File: config.mk
export PLATFORM = sky130hd
export DESIGN_NAME = window_loader
export DESIGN_NICKNAME = d
export VERILOG_FILES = /design/src/rtl/lsh_pkg.sv /design/src/rtl/window_loader.sv
export SDC_FILE = /design/constraint.sdc
export NUM_CORES = 1
export LEC_CHECK = 0
export CAP_MARGIN = 20
export CORE_MARGIN = 3
export CORE_UTILIZATION = 45
export CTS_CLUSTER_SIZE = 16
export DETAILED_ROUTE_END_ITERATION = 16
export PLACE_DENSITY = 0.74
export SLEW_MARGIN = 10
export SYNTH_ARGS = -nofsm -noshare
export SYNTH_HDL_FRONTEND = slang
export SYNTH_SLANG_ARGS = --single-unit
File: constraint.sdc
create_clock -name clk -period 22.3 [get_ports clk]
set_clock_uncertainty 0.05 [all_clocks]
set_input_delay 4.46 -clock clk [delete_from_list [all_inputs] [get_ports clk]]
set_output_delay 4.46 -clock clk [all_outputs]
set_load 0.005 [all_outputs]
File: src/rtl/lsh_pkg.sv
// ---------------------------------------------------------------------------
// lsh_pkg
// Shared types and constants for the locality-sensitive hashing front end.
//    base_t           : one 2-bit nucleotide code
//    BASE_A..BASE_T   : nucleotide encodings (A=00, C=01, G=10, T=11)
//    loader_state_t   : window_loader FSM states
//    DEFAULT_*        : default sizing shared by the loader and the hasher
// ---------------------------------------------------------------------------
package lsh_pkg;

   typedef logic [1:0] base_t;

   localparam base_t BASE_A = 2'b00;
   localparam base_t BASE_C = 2'b01;
   localparam base_t BASE_G = 2'b10;
   localparam base_t BASE_T = 2'b11;

   // FILL_INIT   : collecting the first full window of a sequence
   // FILL_STRIDE : collecting the STRIDE new bases for the next window
   // HASH        : window frozen and offered to the hasher
   // END         : single-cycle end-of-sequence marker and cleanup
   typedef enum logic [1:0] {
      FILL_INIT   = 2'd0,
      FILL_STRIDE = 2'd1,
      HASH        = 2'd2,
      END         = 2'd3
   } loader_state_t;

   // Window length must agree with window_hasher
   localparam int DEFAULT_WINDOW_SIZE = 128;
   localparam int DEFAULT_STRIDE      = 64;
   localparam int DEFAULT_CNT_W       = 16;

endpackage

File: src/rtl/window_loader.sv
// ---------------------------------------------------------------------------
// window_loader
// Upstream feeder for window_hasher. Accepts a valid/ready stream of 2-bit
// nucleotide codes, assembles them into a WINDOW_SIZE-base sliding window
// that advances by STRIDE bases, freezes each complete window while the
// hasher works on it and flags the end of every sequence.
//
// Ports:
//    clk               : clock
//    reset             : asynchronous, active-high reset
//    base_in_valid     : base_in carries a base this cycle
//    base_in           : nucleotide code
//    base_in_last      : base_in is the final base of its sequence
//    base_in_ready     : loader accepts base_in this cycle
//    window            : current window, index 0 oldest, WINDOW_SIZE-1 newest
//    ready_for_hashing : window is complete and stable
//    hashing_is_done   : one-cycle pulse from the hasher
//    window_count      : windows hashed so far in the current sequence
//    seq_done          : one-cycle pulse at the end of a sequence
//    seq_short         : with seq_done, the sequence produced no window
// ---------------------------------------------------------------------------
module window_loader
   import lsh_pkg::*;
#(
   parameter int WINDOW_SIZE = DEFAULT_WINDOW_SIZE,
   parameter int STRIDE      = DEFAULT_STRIDE,
   parameter int CNT_W       = DEFAULT_CNT_W
) (
   input  logic             clk,
   input  logic             reset,
   input  logic             base_in_valid,
   input  logic [1:0]       base_in,
   input  logic             base_in_last,
   output logic             base_in_ready,
   output logic [1:0]       window [0:WINDOW_SIZE-1],
   output logic             ready_for_hashing,
   input  logic             hashing_is_done,
   output logic [CNT_W-1:0] window_count,
   output logic             seq_done,
   output logic             seq_short
);

   // Fill counter must be able to hold WINDOW_SIZE itself
   localparam int FILL_W = $clog2(WINDOW_SIZE + 1);

   // A stride outside 1..WINDOW_SIZE would either never advance or skip
   // bases between windows, so refuse to elaborate
   generate
      if (STRIDE < 1 || STRIDE > WINDOW_SIZE) begin : g_badStride
         $error("window_loader: STRIDE must lie in 1..WINDOW_SIZE");
      end
   endgenerate

   loader_state_t     r_state;
   loader_state_t     w_nextState;
   logic [FILL_W-1:0] r_fillCnt;
   logic [FILL_W-1:0] w_fillTarget;
   base_t             r_window [0:WINDOW_SIZE-1];
   logic [CNT_W-1:0]  r_windowCount;
   logic              r_lastPending;
   logic              r_readyForHashing;
   logic              w_accepting;
   logic              w_transfer;
   logic              w_fillComplete;
   logic              w_hashDone;

   // Handshake and window-completion decode. The first window of a sequence
   // needs a full WINDOW_SIZE bases; every later one only STRIDE new bases
   // because the older part of the window is reused.
   always_comb begin
      w_accepting    = !reset && ((r_state == FILL_INIT) || (r_state == FILL_STRIDE));
      w_transfer     = base_in_valid && w_accepting;
      w_fillTarget   = (r_state == FILL_INIT) ? FILL_W'(WINDOW_SIZE) : FILL_W'(STRIDE);
      w_fillComplete = w_transfer && ((r_fillCnt + FILL_W'(1)) == w_fillTarget);
      w_hashDone     = (r_state == HASH) && hashing_is_done;
   end

   // State register
   always_ff @(posedge clk or posedge reset) begin
      if (reset) begin
         r_state <= FILL_INIT;
      end else begin
         r_state <= w_nextState;
      end
   end

   // Next-state logic. A last base that completes a window still gets that
   // window hashed first; the END visit happens once the hasher is done.
   // A last base that does not complete a window drops the partial bases and
   // goes straight to END. Done pulses outside HASH are ignored because the
   // hasher's done may linger after it has been consumed.
   always_comb begin
      w_nextState = r_state;
      unique case (r_state)
         FILL_INIT, FILL_STRIDE: begin
            if (w_fillComplete) begin
               w_nextState = HASH;
            end else if (w_transfer && base_in_last) begin
               w_nextState = END;
            end
         end
         HASH: begin
            if (hashing_is_done) begin
               w_nextState = r_lastPending ? END : FILL_STRIDE;
            end
         end
         END: begin
            w_nextState = FILL_INIT;
         end
         default: begin
            w_nextState = FILL_INIT;
         end
      endcase
   end

   // Outputs. ready_for_hashing comes straight from a flop so the hasher
   // sees a clean level; the END markers are decodes of the state register.
   always_comb begin
      base_in_ready     = w_accepting;
      ready_for_hashing = r_readyForHashing;
      seq_done          = (r_state == END);
      seq_short         = (r_state == END) && (r_windowCount == '0);
      window_count      = r_windowCount;
      window            = r_window;
   end

   // ready_for_hashing tracks whether the FSM will sit in HASH next cycle,
   // which gives the one-cycle delay after the completing transfer and
   // drops it the cycle after the done pulse
   always_ff @(posedge clk or posedge reset) begin
      if (reset) begin
         r_readyForHashing <= 1'b0;
      end else begin
         r_readyForHashing <= (w_nextState == HASH);
      end
   end

   // Sliding window shift register. Bases only enter while filling, so the
   // window is naturally frozen in HASH. END wipes it so the next sequence
   // never sees stale bases.
   always_ff @(posedge clk or posedge reset) begin
      if (reset) begin
         for (int i = 0; i < WINDOW_SIZE; i++) begin
            r_window[i] <= BASE_A;
         end
      end else if (r_state == END) begin
         for (int i = 0; i < WINDOW_SIZE; i++) begin
            r_window[i] <= BASE_A;
         end
      end else if (w_transfer) begin
         for (int i = 0; i < WINDOW_SIZE - 1; i++) begin
            r_window[i] <= r_window[i+1];
         end
         r_window[WINDOW_SIZE-1] <= base_in;
      end
   end

   // Fill counter restarts on every completed window so it always counts
   // toward the target of the fill phase currently in progress
   always_ff @(posedge clk or posedge reset) begin
      if (reset) begin
         r_fillCnt <= '0;
      end else if (r_state == END) begin
         r_fillCnt <= '0;
      end else if (w_fillComplete) begin
         r_fillCnt <= '0;
      end else if (w_transfer) begin
         r_fillCnt <= r_fillCnt + FILL_W'(1);
      end
   end

   // Remember whether the base that completed the current window was the
   // last of its sequence, so END follows this window's hash
   always_ff @(posedge clk or posedge reset) begin
      if (reset) begin
         r_lastPending <= 1'b0;
      end else if (r_state == END) begin
         r_lastPending <= 1'b0;
      end else if (w_fillComplete) begin
         r_lastPending <= base_in_last;
      end
   end

   // Per-sequence window counter; it saturates rather than wrapping so a
   // very long sequence never reports a misleadingly small count
   always_ff @(posedge clk or posedge reset) begin
      if (reset) begin
         r_windowCount <= '0;
      end else if (r_state == END) begin
         r_windowCount <= '0;
      end else if (w_hashDone && (r_windowCount != '1)) begin
         r_windowCount <= r_windowCount + CNT_W'(1);
      end
   end

endmodule
==> summary.txt <==
Post-synthesis register bit count = 284
Worst Path Buf+Inv = 2
Hold_buf cts = 0
Clock root buffer = clkbuf_16
CP most frequent cell = clkdlybuf4s50_1
Num CTS Buffers = 31
Synth warn = 0
Max stage delay on crit path = 0.56 ns
Layout Nets = 1527
Max-Cap Viols = 0
Critical Path End Type = output pin
Final wirelength = 29000 um
Max Fclk = 0.0974 GHz
Post-synth ARST share = 100%
Post-DRT Antenna Nets = 0
Layout area overhead = 34.8%
Placed cell count = 1812
Core Region = 25300 um^2
Die ar. = 27700 um^2
Via density = 5.06
Req. time, crit path = 17.79 ns
CP Class = input pin to output pin
Status = finished clean
Peak VDD IR = 78.7 uV
Post-synth EDFFs = 0
Final setup fails = 0
Clk sink count = 284
CP Cell Sequence = clkdlybuf4s50_1 > nor2_1 > clkdlybuf4s50_1
Least-Margin Pin Slew = 1.02 ns
Largest net degree at the start of global routing = 267
Startpoint Class = input pin
Unrepaired setup endpoints after global routing = false
Per-cell routed wire length = 15.5 um
Iter 0 DRT Violations = 690
Synth Cell Area = 11600 um^2
Most instantiated cells after synthesis = nand2_1, dfrtp_1, o21ai_0
Final HPWL DP = 18500 um
Post-route setup TNS = 0 ns
Starting density of the core = 45.8%
DR pass1 iterations = 5
Post-synthesis net count = 1295
Cell variety after synth = 40
Crit-path leading delay family = buffers and inverters
Post-DP Area = 14500 um^2
Area leader, netlist = dfrtp_1
Clk buf depth = 3
Post-Synthesis Cells = 1284
Worst-Skew Late Latency = 0.55 ns
Primary FF master, synth = dfrtp_1
Pwr dens = 118 nW/um^2
CP max-delay cell = clkdlybuf4s50_1
Maximum fanout along the worst path = 3
Final instance area = 15600 um^2
Final Slew Violations = 0
CP arrival = 5.76 ns
Via Count = 9462
Final worst-path cycle share = 46.0%
Clock-pin slew on the worst setup and hold paths = 0.06 ns
Synth area leaders = dfrtp_1, nand2_1, o21ai_0
Worst min-delay path class = flop to flop
H-tree depth = 1
Initial antenna violation count = 0
Post-CTS Setup Repair Bufs = 0
Vias in the first global route = 9183
First-pass GRT wire length = 48200 um
Syn_area_per_cell = 9.01 um^2
Post-cts resize count = 0
Hold Vio Cnt, Final = 0
Synth top area share = 61.4%
I/O pin count = 283
GRT overflow = 0
Power, Total = 1.83 mW
GPL Wtd Cong = 0.792
Drt drc = 0
Fin cells = 1870
Diodes inserted = 0
Seq/Total Area, Yosys = 61.4%
Layout cells sized above 1 = 4.35%
Die H = 166 um
Relative slew margins = 31.7%
Die Wd = 166 um
Most instantiated library cell after synthesis = nand2_1
FP Rows = 58
TritonCTS clock tree = yes
P_leak = 6.68 nW
GRT Total Usage = 20.5%
Final min period = 10.27 ns
Port Buffers = 282
routing by layer:
layer  wire, um  global-route usage (%)  share of wire [%]  vias to the layer above
met1      12400                    27.0                 43                     4509
met4        825                    5.70                2.8                        0
met5          0                       0                  0                        -
li1           -                       -                  -                     4647
met3       2420                    7.26                8.4                       50
met2      13300                    32.5                 46                      256
worst reg2reg max path, delay by kind of cell (launching register included):
family / cells / cell delay [ns]
buffers and inverters: 2 / 1.70
and+or+nand+nor: 2 / 0.65
DFF: 1 / 0.52
AOI/OAI and AO/OA: 2 / 0.36
final timing paths:
| path | startpoint | to | slack [ns] | depth (start not counted) |
|---|---|---|---|---|
| worst min register to register | window[150] | window[152] | 0.45 | 2 |
| max in group asynchronous | reset | window[196] | 16.07 | 3 |
| min in group asynchronous | reset | ready_for_hashing | 4.56 | 2 |
| worst min-delay path | window[150] | window[152] | 0.45 | 2 |
| worst max register to register | r_state[1] | r_fillCnt[3] | 18.90 | 6 |
| worst max-delay path | reset | base_in_ready | 12.03 | 3 |
registers in the layout, indices dropped and copies added (netlist names):
register           cells
window_count          16
r_fillCnt              8
r_state                2
r_lastPending          1
window               256
ready_for_hashing      1
stage by stage:
step           setup slack, ns  hold WS, ns  utilization, %
2_1_floorplan             9.95        0.440               -
3_3_place_gp             12.06        0.434            57.5
3_5_place_dp             12.03        0.443            57.5
4_1_cts                  12.03        0.454            61.6
5_1_grt                  11.98        0.477            61.8
6_report                 12.03        0.452            61.8
cells in the final DEF, fill, tap and decap left out, drive strengths merged:
master and n:
a211oi 1, a21oi 6, a311oi 1, a31oi 3
a32o 1, a41oi 1, and2 1, and3 4
and3b 1, and4 4, buf 8, bufinv 2
clkbuf 46, clkdlybuf4s50 282, clkinv 7, clkinvlp 1
dfrtp 284, ha 4, inv 6, mux2i 3
nand2 529, nand2b 1, nand3 11, nand3b 2
nand4 9, nor2 25, nor2b 1, nor3b 2
nor4 3, nor4b 1, o211ai 3, o21ai 266
o221ai 1, o22ai 1, o31ai 1, or4 1
xnor2 3, xor2 14
final cells by class:
class	count	area [um^2]
clock inverter	11	123
inverter	5	26.3
fill	2095	9660
sequential	284	7110
tap	330	413
clock buffer	46	932
multi-input combinational	904	4080
timing repair buffer	290	2920
report_power, final:
part	switching (mW)	internal, mW	leakage (nW)
combinational	0.214	0.307	2.41
clock	0.203	0.312	0.523
sequential	0.132	0.666	3.75
total	0.550	1.28	6.68
kinds of logic after synthesis:
logic type,after synthesis,synth area share [%]
mux,3,0.259
fa+ha+maj,4,0.432
buf+inv,96,3.41
simple gates,595,20.4
compound gates,285,12.8
flops,284,61.4
xor+xnor,17,1.29
No activity file was read; power rests on OpenSTA's default activity.
